===== src/rtl/cam_capture.sv =====
// OV7670 parallel-bus capture: synchronises the camera bus into clk, pairs bytes into
// RGB565 pixels and emits them with a linear frame-buffer write address.
module cam_capture #(
    parameter int H_PIX   = 640,
    parameter int V_LINES = 480,
    parameter int ADDR_W  = 19
) (
    input  logic              clk_i,
    input  logic              rst_i,
    input  logic              done_cam_config_i,
    input  logic              cam_pclk_i,
    input  logic              cam_vsync_i,
    input  logic              cam_href_i,
    input  logic [7:0]        cam_data_i,
    output logic [15:0]       pix_data_o,
    output logic [ADDR_W-1:0] pix_addr_o,
    output logic              pix_valid_o,
    output logic              frame_done_o,
    output logic              overflow_o
);

    localparam logic [ADDR_W-1:0] TOTAL_PIX = ADDR_W'(H_PIX * V_LINES);

    typedef enum logic [1:0] {
        IDLE       = 2'd0,
        WAIT_FRAME = 2'd1,
        CAPTURE    = 2'd2
    } state_t;

    // bit 0/1 form the synchroniser, bit 2 is the history flop for edge detection
    logic [2:0]        pclk_sync_q, vsync_sync_q, href_sync_q;
    logic [7:0]        data_s1_q, data_s2_q;

    logic              ev_pclk_q, ev_vrise_q, ev_vfall_q, ev_hfall_q, ev_href_q;
    logic [7:0]        ev_data_q;

    state_t            state_q, state_d;
    logic              phase_q, phase_d;
    logic [7:0]        hi_q, hi_d;
    logic [ADDR_W-1:0] cnt_q, cnt_d;
    logic              emit_q, emit_d;
    logic [15:0]       emit_data_q, emit_data_d;
    logic [ADDR_W-1:0] emit_addr_q, emit_addr_d;
    logic              ovf_q, ovf_d;
    logic              fdone_q, fdone_d;

    logic [15:0]       pix_data_q;
    logic [ADDR_W-1:0] pix_addr_q;
    logic              pix_valid_q;

    // Input synchronisers and registered edge events
    always_ff @(posedge clk_i) begin
        if (rst_i) begin
            pclk_sync_q  <= 3'b000;
            vsync_sync_q <= 3'b000;
            href_sync_q  <= 3'b000;
            data_s1_q    <= 8'h00;
            data_s2_q    <= 8'h00;
            ev_pclk_q    <= 1'b0;
            ev_vrise_q   <= 1'b0;
            ev_vfall_q   <= 1'b0;
            ev_hfall_q   <= 1'b0;
            ev_href_q    <= 1'b0;
            ev_data_q    <= 8'h00;
        end else begin
            pclk_sync_q  <= {pclk_sync_q[1:0], cam_pclk_i};
            vsync_sync_q <= {vsync_sync_q[1:0], cam_vsync_i};
            href_sync_q  <= {href_sync_q[1:0], cam_href_i};
            data_s1_q    <= cam_data_i;
            data_s2_q    <= data_s1_q;
            ev_pclk_q    <= pclk_sync_q[1] & ~pclk_sync_q[2];
            ev_vrise_q   <= vsync_sync_q[1] & ~vsync_sync_q[2];
            ev_vfall_q   <= ~vsync_sync_q[1] & vsync_sync_q[2];
            ev_hfall_q   <= ~href_sync_q[1] & href_sync_q[2];
            ev_href_q    <= href_sync_q[1];
            ev_data_q    <= data_s2_q;
        end
    end

    // FSM and capture-state registers
    always_ff @(posedge clk_i) begin
        if (rst_i) begin
            state_q     <= IDLE;
            phase_q     <= 1'b0;
            hi_q        <= 8'h00;
            cnt_q       <= '0;
            emit_q      <= 1'b0;
            emit_data_q <= 16'h0000;
            emit_addr_q <= '0;
            ovf_q       <= 1'b0;
            fdone_q     <= 1'b0;
        end else begin
            state_q     <= state_d;
            phase_q     <= phase_d;
            hi_q        <= hi_d;
            cnt_q       <= cnt_d;
            emit_q      <= emit_d;
            emit_data_q <= emit_data_d;
            emit_addr_q <= emit_addr_d;
            ovf_q       <= ovf_d;
            fdone_q     <= fdone_d;
        end
    end

    // Next-state, byte pairing and address/overflow bookkeeping
    always_comb begin
        state_d     = state_q;
        phase_d     = phase_q;
        hi_d        = hi_q;
        cnt_d       = cnt_q;
        emit_d      = 1'b0;
        emit_data_d = emit_data_q;
        emit_addr_d = emit_addr_q;
        ovf_d       = ovf_q;
        fdone_d     = 1'b0;
        if (!done_cam_config_i) begin
            state_d = IDLE;
            phase_d = 1'b0;
        end else begin
            case (state_q)
                IDLE: begin
                    state_d = WAIT_FRAME;
                end
                WAIT_FRAME: begin
                    if (ev_vfall_q) begin
                        state_d = CAPTURE;
                        cnt_d   = '0;
                        phase_d = 1'b0;
                    end else begin
                        state_d = WAIT_FRAME;
                    end
                end
                CAPTURE: begin
                    // vsync rise takes priority over any pixel completing in the same cycle
                    if (ev_vrise_q) begin
                        state_d = WAIT_FRAME;
                        fdone_d = 1'b1;
                        phase_d = 1'b0;
                    end else if (ev_pclk_q && ev_href_q) begin
                        if (!phase_q) begin
                            hi_d    = ev_data_q;
                            phase_d = 1'b1;
                        end else begin
                            phase_d = 1'b0;
                            if (cnt_q < TOTAL_PIX) begin
                                emit_d      = 1'b1;
                                emit_data_d = {hi_q, ev_data_q};
                                emit_addr_d = cnt_q;
                                cnt_d       = cnt_q + ADDR_W'(1);
                            end else begin
                                ovf_d = 1'b1;
                            end
                        end
                    end else if (ev_hfall_q) begin
                        phase_d = 1'b0;
                    end else begin
                        phase_d = phase_q;
                    end
                end
                default: begin
                    state_d = IDLE;
                end
            endcase
        end
    end

    // Output register stage
    always_ff @(posedge clk_i) begin
        if (rst_i) begin
            pix_valid_q <= 1'b0;
            pix_data_q  <= 16'h0000;
            pix_addr_q  <= '0;
        end else begin
            pix_valid_q <= emit_q;
            if (emit_q) begin
                pix_data_q <= emit_data_q;
                pix_addr_q <= emit_addr_q;
            end
        end
    end

    assign pix_valid_o  = pix_valid_q;
    assign pix_data_o   = pix_data_q;
    assign pix_addr_o   = pix_addr_q;
    assign frame_done_o = fdone_q;
    assign overflow_o   = ovf_q;

endmodule


===== config.mk =====
export PLATFORM = sky130hd
export DESIGN_NAME = cam_capture
export DESIGN_NICKNAME = d
export VERILOG_FILES = /design/src/rtl/cam_capture.sv
export SDC_FILE = /design/constraint.sdc
export NUM_CORES = 1
export LEC_CHECK = 0
export ABC_AREA = 1
export BUFFER_PORTS_ARGS = -buffer_cell sky130_fd_sc_hd__buf_2
export CAP_MARGIN = 20
export CELL_PAD_IN_SITES_DETAIL_PLACEMENT = 1
export CELL_PAD_IN_SITES_GLOBAL_PLACEMENT = 2
export CORE_MARGIN = 2
export CORE_UTILIZATION = 30
export CTS_BUF_LIST = sky130_fd_sc_hd__clkbuf_4 sky130_fd_sc_hd__clkbuf_8
export DETAILED_ROUTE_END_ITERATION = 7
export PLACE_DENSITY_LB_ADDON = 0.1
export SYNTH_ARGS = -nofsm -noshare
export SYNTH_HDL_FRONTEND = slang
export SYNTH_SLANG_ARGS = --single-unit

===== constraint.sdc =====
create_clock -name clk_i -period 2.05 [get_ports clk_i]
set_input_delay 0.5125 -clock clk_i [delete_from_list [all_inputs] [get_ports clk_i]]
set_output_delay 0.5125 -clock clk_i [all_outputs]
set_load 0.02 [all_outputs]

==> results of run 1 <==
critical path, stage by stage, from the launching register on:
cell and delay, ns:
sky130_fd_sc_hd__dfxtp_1 0.39, sky130_fd_sc_hd__ha_1 0.22, sky130_fd_sc_hd__nand3_1 0.13, sky130_fd_sc_hd__nor2_2 0.19
sky130_fd_sc_hd__nand2_1 0.16, sky130_fd_sc_hd__nor3_1 0.28, sky130_fd_sc_hd__nand2_1 0.09, sky130_fd_sc_hd__nand2_1 0.07
sky130_fd_sc_hd__nand2_1 0.05, sky130_fd_sc_hd__nor2_1 0.08
worst min-delay path by stage:
| stage | startpoint | to | slack, ns | depth (start not counted) |
|---|---|---|---|---|
| after floorplan | pclk_sync_q[2] | ev_pclk_q | 0.37 | 1 |
| after global placement | pclk_sync_q[2] | ev_pclk_q | 0.38 | 1 |
| after detailed placement | pclk_sync_q[2] | ev_pclk_q | 0.39 | 1 |
| after CTS | cam_vsync_i | vsync_sync_q[0] | 0.23 | 3 |
| after global routing | cam_vsync_i | vsync_sync_q[0] | 0.23 | 3 |
| final | cam_vsync_i | vsync_sync_q[0] | 0.26 | 3 |
Yosys cell counts, drive strengths merged, types with 11 or more instances:
cell type and number:
a21oi 34, buf 11, clkbuf 21, dfxtp 141
inv 63, nand2 78, nand3 35, nor2 187
nor3 11, o21ai 69
kinds of logic (layout without fill, tap and decap cells):
family,count (synthesis),in the layout,synth area share
fa+ha+maj,1,1,0.00246
flops,141,141,0.556
simple gates,313,313,0.257
compound gates,106,106,0.106
buf+inv,96,151,0.0793
flip-flops by register name, indices dropped and copies added (netlist names):
signal / cells
pix_valid_o: 1
pix_addr_o: 19
vsync_sync_q: 3
data_s1_q: 8
hi_q: 8
overflow_o: 1
ev_hfall_q: 1
ev_pclk_q: 1
cnt_q: 19
ev_vrise_q: 1
emit_q: 1
pclk_sync_q: 3
ev_data_q: 8
emit_addr_q: 19
phase_q: 1
pix_data_o: 16
emit_data_q: 16
frame_done_o: 1
data_s2_q: 8
href_sync_q: 3
state_q: 2
ev_vfall_q: 1
power by group through the flow:
stage          logic (W)  clock network [W]  registers (W)
2_1_floorplan  0.0000733                  0        0.00284
3_3_place_gp    0.000111                  0        0.00284
3_5_place_dp    0.000113                  0        0.00284
4_1_cts         0.000114            0.00209        0.00278
5_1_grt         0.000128            0.00223        0.00278
6_report        0.000110            0.00201        0.00278
stage by stage:
step,std cells,hold slack [ns],total power [W],worst slack (ns),utilization
6_report,932,0.261,0.00489,0.347,0.354
5_1_grt,932,0.232,0.00514,0.158,0.354
4_1_cts,932,0.228,0.00498,0.301,0.354
3_5_place_dp,904,0.387,0.00295,0.193,0.334
3_3_place_gp,904,0.383,0.00295,0.256,0.334
2_1_floorplan,657,0.373,0.00291,0.563,-
cell type report:
type / count / area (um2)
flip-flops and latches: 141 / 2820
well taps: 220 / 275
clock inverters: 8 / 71.3
repair buffers: 59 / 340
fillers: 2064 / 10700
multi-input cells: 420 / 1860
clock buffers: 20 / 269
inverters: 64 / 243
routing by layer:
metal  up-vias  wire length [um]  track usage
met1      1929              6590        0.206
met2        58              5060        0.211
met4         0               169       0.0544
li1       2154                 -            -
met5         -                 0            0
met3        14               430       0.0446
==> parameters.txt, run 1 <==
Parameter                              Value

Floorplanning
  Number of primary I/O pins ... 52
  Placement Rows ... 47
  Starting density of the core ... 0.306
  Width of the die ... 134 um
  Floorplan die area ... between 15000 and 20000 um2
  Core ar. ... around 17000 um2
  Die Y ... 134 um

Synth
  Share of synthesized registers carrying an async set or reset ... 0
  Area of the mapped netlist ... 5080 um2
  Cell taking the most area after synthesis ... sky130_fd_sc_hd__dfxtp_1
  Top area cells in the synthesized netlist ... sky130_fd_sc_hd__dfxtp_1, sky130_fd_sc_hd__nor2_1, sky130_fd_sc_hd__o21ai_0
  Distinct cells, synth ... 30
  Seq/Total Area, Yosys ... 0.556
  Dominant synthesized flop cell ... sky130_fd_sc_hd__dfxtp_1
  Post-synth EDFFs ... 0
  Area share of the largest cell type after synthesis ... 0.556
  #FFs+latches synth ... roughly 140
  Average instance area after synthesis ... 7.73 um2
  Number of nets produced by synthesis ... about 670
  Number of instances in the synthesized netlist ... between 600 and 700
  Yosys warning total ... 0

Layout
  Layout Area Growth over Synthesis ... 15.7%
  Share of final-layout standard cells stronger than drive strength 1 ... 0.139
  Ant. Diodes ... 0
  Commonest non-fill, non-tap cells in the layout ... sky130_fd_sc_hd__nor2_1, sky130_fd_sc_hd__dfxtp_1, sky130_fd_sc_hd__nand2_1
  Most common cell after layout, fill and taps aside ... sky130_fd_sc_hd__nor2_1
  NumNets Final ... 718
  Final non-filler cell area ... a little under 6000 um2

Routing
  Total number of vias ... 4155
  Avg WL per Cell ... 13.1 um
  Post-route DRC violation count ... 0
  Total length of routed wires ... approximately 12000 um
  First-iteration detailed-routing DRC count ... 160
  Drt via density ... ~4.5
  Number of iterations in the first detailed-routing pass ... 4
  Number of nets with antenna violations after detailed routing ... 0

Placed design
  Final GP Congestion ... roughly 0.78
  Number of I/O port buffers ... between 50 and 60
  Cell Area, Placed ... 5540 um2
  Detail Placement HPWL ... between 8000 and 9000 um

CTS
  Clock tree root driver cell ... sky130_fd_sc_hd__clkbuf_8
  Clock latency of the later-clocked register in the worst-skew pair ... ~0.45 ns
  Reg clk slew, reported paths ... ~0.070 ns
  Number of sinks driven by the clock tree ... 141
  Max clock buf depth ... 2
  Number of H-tree levels ... 4
  # hold bufs at CTS ... 0
  CTS tree ... yes
  TritonCTS Buffers ... 17
  Post-CTS Setup Inserts ... 0
  Total of cells resized after clock tree synthesis ... 0

Flow run
  Total of max-cap violations ... 0

Timing
  Actual slew at the worst max-slew pin ... a little over 0.5 ns
  Minimum clock period after layout ... around 1.7 ns
  Worst relative slew slack ... 0.659
  # setup viols final ... 0
  Number of max-slew violations in the final report ... 0
  Maximum clock skew at final layout ... roughly 0.0070 ns
  Final worst path period share ... 0.831
  F_max ... just under 0.6 GHz
  Setup repair after global routing missed its margin ... false
  Total negative slack for setup checks ... 0 ns
  Hold Fails Final Rpt ... 0

Setup path
  Endpoint of the worst-slack reg-to-reg timing path ... cnt_q[14]
  Crit-path max FO ... 4
  Path type of the worst setup path ... reg -> reg
  Worst Path Required ... 2.45 ns
  Reg2reg start ... cnt_q[0]
  Register-to-register path setup slack ... 0.35 ns
  Capture point of the critical path ... cnt_q[14]
  Worst Reg-to-Reg Cells ... 9
  Arr. time, crit path ... 2.10 ns
  CP startpoint ... cnt_q[0]
  Launching element type of the critical path ... flop
  Kind of end point of the critical path ... flop

Global route
  Antenna violations before repair ... 0
  Largest net degree at the start of global routing ... 75
  Global route total overflow ... 0
  Overall global routing resource usage ... 0.147
  Number of global-route vias before repair ... between 4000 and 5000
  Global-route wire length before repair ... approximately 21000 um

Power and ir drop
  Reported net switching power ... about 0.0011 W
  Cell-internal power ... between 0.003 and 0.004 W
  Leakage power figure ... around 2.6 nW
  Clock share of power ... 0.410
  Worst ir drop on vdd ... roughly 0.37 mV
  PD cells ... ~830 nW/um2
  Switching portion of total power ... 0.224
  Comb pwr share ... 0.022
  Part of the power in registers ... 0.567

Worst hold path
  Worst hold path type ... in -> reg

Status
  Result of the run ... completed
(Power assumes the default switching activity.)
==> run 2, diff against run 1 <==
--- a/config.mk
+++ b/config.mk
@@ -5,7 +5,7 @@
 export SDC_FILE = /design/constraint.sdc
 export NUM_CORES = 1
 export LEC_CHECK = 0
-export ABC_AREA = 1
+export ABC_AREA = 0
 export BUFFER_PORTS_ARGS = -buffer_cell sky130_fd_sc_hd__buf_2
 export CAP_MARGIN = 20
 export CELL_PAD_IN_SITES_DETAIL_PLACEMENT = 1
==> constraint.sdc (replaced) <==
create_clock -name clk_i -period 1.5 [get_ports clk_i]
set_input_delay 0.375 -clock clk_i [delete_from_list [all_inputs] [get_ports clk_i]]
set_output_delay 0.375 -clock clk_i [all_outputs]
set_load 0.02 [all_outputs]
==> run 2 against run 1 <==
Net effect:
- the run now ends with setup timing left
- clock skew is 0.0055 ns higher
- worst hold slack worse by 0.12 ns
- design area is 14% higher
- sequential share of layout area is 5.6 points lower
- first-iteration DRC count is 19% lower
- via count is 5.4% lower
- flip-flop and latch count stayed put
==> parameters.txt, run 2 <==
Parameter                              Value

Power and ir drop
  PD cells ... 1040 nW/um2
  Leakage power figure ... roughly 2.6 nW
  Worst ir drop on vdd ... ~0.45 mV

Synth
  Average instance area after synthesis ... 9.50 um2
  #FFs+latches synth ... between 100 and 150
  Dominant synthesized flop cell ... sky130_fd_sc_hd__dfxtp_1
  Yosys warning total ... 0
  Distinct cells, synth ... 40
  Cell taking the most area after synthesis ... sky130_fd_sc_hd__dfxtp_1
  Share of synthesized registers carrying an async set or reset ... 0
  Number of nets produced by synthesis ... 535
  Seq/Total Area, Yosys ... 0.571
  Top cells by count, synth ... sky130_fd_sc_hd__dfxtp_1, sky130_fd_sc_hd__nand2_1, sky130_fd_sc_hd__nor2_1
  Simple-gate portion of the synthesized area ... 0.220
  Adder-Cell Fraction of Synth Area ... 0.00253
  Xor-xnor portion of the synthesized cell area ... 0
  Mux share of post-synthesis cell area ... 0.0892
  Area share of the largest cell type after synthesis ... 0.571
  Top area cells in the synthesized netlist ... sky130_fd_sc_hd__dfxtp_1, sky130_fd_sc_hd__mux2i_1, sky130_fd_sc_hd__nand2_1
  Area of the mapped netlist ... slightly below 5000 um2
  Main combinational cell family by area after synthesis ... simple AND/OR/NAND/NOR gates
  Post-synth EDFFs ... 0
  Most frequent cell after synthesis ... sky130_fd_sc_hd__dfxtp_1
  Number of instances in the synthesized netlist ... 520
  Synthesized-area fraction occupied by ao, oa, aoi and oai cells ... 0.0892

Layout
  Multi-input combinational cell area ... 2210 um2
  Most common cell after layout, fill and taps aside ... sky130_fd_sc_hd__dfxtp_1
  Final non-filler cell area ... 6670 um2
  Filler Cell Count ... 1850
  Sequential Area ... between 2000 and 3000 um2
  Layout Area Growth over Synthesis ... 35.1%
  NumNets Final ... roughly 660
  Commonest non-fill, non-tap cells in the layout ... sky130_fd_sc_hd__dfxtp_1, sky130_fd_sc_hd__nand2_1, sky130_fd_sc_hd__buf_4
  Ant. Diodes ... 0
  Share of final-layout standard cells stronger than drive strength 1 ... 0.321

Placed design
  Final GP Congestion ... around 0.76
  Cell Area, Placed ... 5950 um2
  Number of I/O port buffers ... just over 50
  Detail Placement HPWL ... roughly 8600 um

Setup path
  Kind of end point of the critical path ... flop
  Path type of the worst setup path ... reg -> reg
  Arr. time, crit path ... 2.32 ns
  Kind of cell adding the most delay to the critical path ... simple AND/OR/NAND/NOR gates
  Launching element type of the critical path ... flop
  Register-to-register path setup slack ... -0.46 ns
  Worst Path Required ... around 1.9 ns
  Highest-delay cell along the critical path ... sky130_fd_sc_hd__or4b_4
  Largest stage delay on the critical path ... about 0.54 ns
  Crit-path max FO ... 7
  WP buf/inv ... 1
  Sequence of cells on the critical path ... nand3_4, or4b_4, o21a_4, buf_6, or3_4, a21oi_2

Routing
  Total length of routed wires ... between 10000 and 15000 um
  Drt via density ... 4.53
  Number of nets with antenna violations after detailed routing ... 0
  Avg WL per Cell ... about 14 um
  Total number of vias ... between 3000 and 4000
  Number of iterations in the first detailed-routing pass ... 5
  First-iteration detailed-routing DRC count ... between 100 and 150
  Post-route DRC violation count ... 0

CTS
  Clock latency of the later-clocked register in the worst-skew pair ... between 0.4 and 0.5 ns
  Number of H-tree levels ... 4
  CTS tree ... yes
  Max clock buf depth ... 2
  Reg clk slew, reported paths ... approximately 0.07 ns
  TritonCTS Buffers ... 17
  Clock tree root driver cell ... sky130_fd_sc_hd__clkbuf_8
  Number of sinks driven by the clock tree ... 141

Timing
  Minimum clock period after layout ... around 2.0 ns
  Setup repair after global routing missed its margin ... true
  Worst relative slew slack ... 0.546
  Actual slew at the worst max-slew pin ... 0.682 ns
  Maximum clock skew at final layout ... approximately 0.012 ns
  Hold Fails Final Rpt ... 0
  Number of max-slew violations in the final report ... 0
  # setup viols final ... between 60 and 70
  Setup slack of the critical path after layout ... -0.457 ns
  Final worst path period share ... 1.30
  F_max ... 0.511 GHz
  Total negative slack for setup checks ... -19.71 ns

Floorplanning
  Starting density of the core ... 0.309
  Width of the die ... about 130 um
  Core ar. ... ~16000 um2
  Number of primary I/O pins ... 52
  Floorplan die area ... 17500 um2
  Placement Rows ... 46
  Die Y ... ~130 um

Global route
  Antenna violations before repair ... 0
  Overall global routing resource usage ... 0.150
  Largest net degree at the start of global routing ... 63
  Number of global-route vias before repair ... about 4000
  Global route total overflow ... 0
  Global-route wire length before repair ... just over 20000 um

Worst hold path
  Worst hold path type ... in -> reg

Status
  Result of the run ... finished with violations
  Violations in the final reports ... setup timing

Flow run
  Total of max-cap violations ... 0
==> run 2: metal layers <==
layer / routed length, um / global-route usage
met1: 6290 / 0.200
met2: 5640 / 0.232
met3: 369 / 0.0442
met4: 146 / 0.0466
met5: 0 / 0
==> run 2: worst register-to-register path, stage by stage, from the launching register on <==
cell and delay (ns):
sky130_fd_sc_hd__dfxtp_4 0.37, sky130_fd_sc_hd__nand3_4 0.08, sky130_fd_sc_hd__or4b_4 0.54, sky130_fd_sc_hd__o21a_4 0.25, sky130_fd_sc_hd__buf_6 0.14, sky130_fd_sc_hd__or3_4 0.36
sky130_fd_sc_hd__a21oi_2 0.15
==> run 2: cells by family (layout without fill, tap and decap cells) <==
group | Yosys count | in the layout
buf+inv | 34 | 164
fa+ha+maj | 1 | 1
flops | 141 | 141
compound gates | 78 | 79
mux | 44 | 44
simple gates | 222 | 222
==> run 2: final timing paths <==
path                                      from            to  depth (start not counted)
worst max register to register  href_sync_q[2]     cnt_q[15]                          6
worst min register to register  pclk_sync_q[2]     ev_pclk_q                          1
worst min-delay path             cam_data_i[2]  data_s1_q[2]                          2
worst max-delay path            href_sync_q[2]     cnt_q[15]                          6
==> run 2: where the power goes <==
group	switching [W]	leakage [nW]	internal, W
Clock	0.00141	0.198	0.00161
Sequential	0.0000136	1.14	0.00378
Combinational	0.0000888	1.23	0.0000567
Total	0.00151	2.57	0.00545
==> run 2: per-stage QoR <==
step	setup WS [ns]	cells	hold slack (ns)	total power, W	utilization
final	-0.457	867	0.142	0.00696	0.417
after detailed placement	-0.721	828	0.390	0.00402	0.372
after floorplan	-0.441	520	0.367	0.00396	-
after global routing	-0.529	867	0.127	0.00729	0.417
after global placement	-0.632	828	0.390	0.00402	0.372
after CTS	-0.433	863	0.103	0.00708	0.406
==> run 2: repair_timing <==
action                     CTS  global route
hold buffers                 0             0
resized for setup           28            36
pin swaps                   14            12
setup buffers                5             6
cloned                       1             0
setup endpoints to repair   64            64
hold endpoints to repair     0             0
==> run 2: final cells by class <==
cell class | count | area share
repair buffers | 132 | 0.144
clock inverters | 9 | 0.0167
flip-flops and latches | 141 | 0.424
inverters | 2 | 0.00112
well taps | 216 | 0.0405
clock buffers | 21 | 0.0424
multi-input cells | 346 | 0.331
==> run 3, diff against run 2 <==
--- a/config.mk
+++ b/config.mk
@@ -6,6 +6,7 @@
 export NUM_CORES = 1
 export LEC_CHECK = 0
 export ABC_AREA = 0
+export ABC_CLOCK_PERIOD_IN_PS = 1700
 export BUFFER_PORTS_ARGS = -buffer_cell sky130_fd_sc_hd__buf_2
 export CAP_MARGIN = 20
 export CELL_PAD_IN_SITES_DETAIL_PLACEMENT = 1
==> constraint.sdc (replaced) <==
create_clock -name clk_i -period 1.7 [get_ports clk_i]
set_input_delay 0.425 -clock clk_i [delete_from_list [all_inputs] [get_ports clk_i]]
set_output_delay 0.425 -clock clk_i [all_outputs]
set_load 0.02 [all_outputs]
==> run 3 against run 2 <==
Net effect:
- the run still ends with setup timing left
- setup slack improved by 0.24 ns
- first-iteration DRC count fell by 14%
- clock power fell by 6%
- worst hold slack improved by 0.044 ns
- critical path depth did not move
- cell count fell by 0.69%
- power fell by 9.3%
- die area did not move
- critical endpoint is now cnt_q[1]
- largest power group unchanged
==> parameters.txt, run 3 (synthesis gave the netlist of run 2 again) <==
Parameter                              Value

Global route
  Antenna violations before repair ... 0
  Global-route wire length before repair ... approximately 21000 um
  Largest net degree at the start of global routing ... 73
  Number of global-route vias before repair ... between 3000 and 4000
  Overall global routing resource usage ... 0.154
  Global route total overflow ... 0

Setup path
  Crit-path max FO ... 14
  Arr. time, crit path ... approximately 2.3 ns
  Worst Path Required ... approximately 2.1 ns
  Worst Reg-to-Reg Cells ... 6
  Launching element type of the critical path ... flop
  Kind of end point of the critical path ... flop
  Path type of the worst setup path ... reg -> reg
  Endpoint of the worst-slack reg-to-reg timing path ... cnt_q[1]
  Register-to-register path setup slack ... -0.22 ns
  Reg2reg start ... ev_pclk_q

Power and ir drop
  Leakage power figure ... ~2.6 nW
  PD cells ... between 900 and 1000 nW/um2
  Worst ir drop on vdd ... around 0.42 mV

CTS
  CTS tree ... yes
  Number of sinks driven by the clock tree ... approximately 140
  Clock tree root driver cell ... sky130_fd_sc_hd__clkbuf_8
  Reg clk slew, reported paths ... around 0.080 ns
  Max clock buf depth ... 2
  TritonCTS Buffers ... 17
  # hold bufs at CTS ... 0
  Clock latency of the later-clocked register in the worst-skew pair ... around 0.45 ns
  Number of H-tree levels ... 4

Timing
  Minimum clock period after layout ... between 1.5 and 2 ns
  Smallest hold slack ... around 0.19 ns
  Worst relative slew slack ... 0.481
  Actual slew at the worst max-slew pin ... 0.778 ns
  Maximum clock skew at final layout ... approximately 0.011 ns
  Setup slack of the critical path after layout ... -0.220 ns
  Setup repair after global routing missed its margin ... true
  Number of max-slew violations in the final report ... 0
  F_max ... 0.521 GHz
  Hold Fails Final Rpt ... 0
  Final worst path period share ... 1.13
  # setup viols final ... between 50 and 60

Routing
  First-iteration detailed-routing DRC count ... between 100 and 150
  Post-route DRC violation count ... 0
  Number of iterations in the first detailed-routing pass ... 4
  Total number of vias ... ~4000
  Total length of routed wires ... approximately 13000 um
  Drt via density ... approximately 4.6
  Number of nets with antenna violations after detailed routing ... 0
  Avg WL per Cell ... 14.9 um

Status
  Violations in the final reports ... setup timing
  Result of the run ... finished with violations

Layout
  Fraction of the core area covered by cells at the end of the flow ... 0.419
  Commonest non-fill, non-tap cells in the layout ... sky130_fd_sc_hd__dfxtp_1, sky130_fd_sc_hd__nand2_1, sky130_fd_sc_hd__buf_4
  Most common cell after layout, fill and taps aside ... sky130_fd_sc_hd__dfxtp_1
  Non-filler instance count after layout ... ~860
  Ant. Diodes ... 0
  Layout Area Growth over Synthesis ... 35.7%
  NumNets Final ... roughly 650
  Share of final-layout standard cells stronger than drive strength 1 ... 0.330

Placed design
  Final GP Congestion ... approximately 0.81
  Post-placement cell count ... approximately 810
  DP Worst Slack ... -0.497 ns
  Detail Placement HPWL ... between 8000 and 9000 um
  Number of I/O port buffers ... 51

Flow run
  Total of max-cap violations ... 0

Floorplanning
  Width of the die ... about 130 um
  Placement Rows ... 46
  Die Y ... roughly 130 um
  Number of primary I/O pins ... 52
  Core ar. ... 16000 um2
  Floorplan die area ... 17500 um2
  Starting density of the core ... 0.309

Worst hold path
  Critical hold path startpoint ... cam_data_i[6]
  WHS Endpoint ... data_s1_q[6]
  Worst hold path type ... in -> reg
  WHS Path Cells ... 2
## run 3: per-stage QoR
stage	cell area, um2	power (W)	TNS [ns]
floorplan	4970	0.00349	-6.46
global placement	5840	0.00355	-16.08
detailed placement	5840	0.00355	-18.21
CTS	6470	0.00640	-8.78
global route	6700	0.00659	-11.43
finish	6700	0.00631	-6.51
## run 3: worst max path at each step
stage	slack, ns	endpoint	startpoint	cells past startpoint
5_1_grt	-0.28	cnt_q[1]	ev_pclk_q	6
4_1_cts	-0.21	cnt_q[1]	ev_pclk_q	6
3_3_place_gp	-0.46	cnt_q[17]	done_cam_config_i	7
3_5_place_dp	-0.50	cnt_q[1]	done_cam_config_i	7
2_1_floorplan	-0.24	cnt_q[17]	state_q[0]	7
6_report	-0.22	cnt_q[1]	ev_pclk_q	6
## run 3: cell type report
cell class / instances / area (um2)
clock inverters: 13 / 164
inverters: 2 / 7.51
flip-flops and latches: 141 / 2830
well taps: 216 / 270
fillers: 1858 / 9300
repair buffers: 125 / 996
multi-input cells: 345 / 2180
clock buffers: 19 / 255
## run 3: critical path, stage by stage (launching register included)
cell	delay [ns]
sky130_fd_sc_hd__dfxtp_2	0.34
sky130_fd_sc_hd__nand3_2	0.08
sky130_fd_sc_hd__or4b_4	0.54
sky130_fd_sc_hd__o21a_4	0.24
sky130_fd_sc_hd__buf_8	0.15
sky130_fd_sc_hd__or3b_1	0.35
sky130_fd_sc_hd__a21oi_1	0.14
## run 3: power breakdown
group	total (W)	internal [W]	switching (W)
combinational	0.000129	0.0000509	0.0000777
clock	0.00283	0.00151	0.00132
sequential	0.00334	0.00333	0.0000119
## run 3: repair_timing
item                                   CTS  global route
pin swaps                                6            11
endpoints found under the hold margin    0             0
setup endpoints to repair               61            63
buffers inserted                         7             7
resized for setup                       16            56
cloned                                   3             1
## run 3: layer usage
metal | track usage | wire, um | vias up
li1 | - | - | 1997
met1 | 0.211 | 6500 | 1853
met2 | 0.233 | 5780 | 53
met3 | 0.0392 | 356 | 16
met4 | 0.0573 | 202 | 0
met5 | 0 | 0 | -
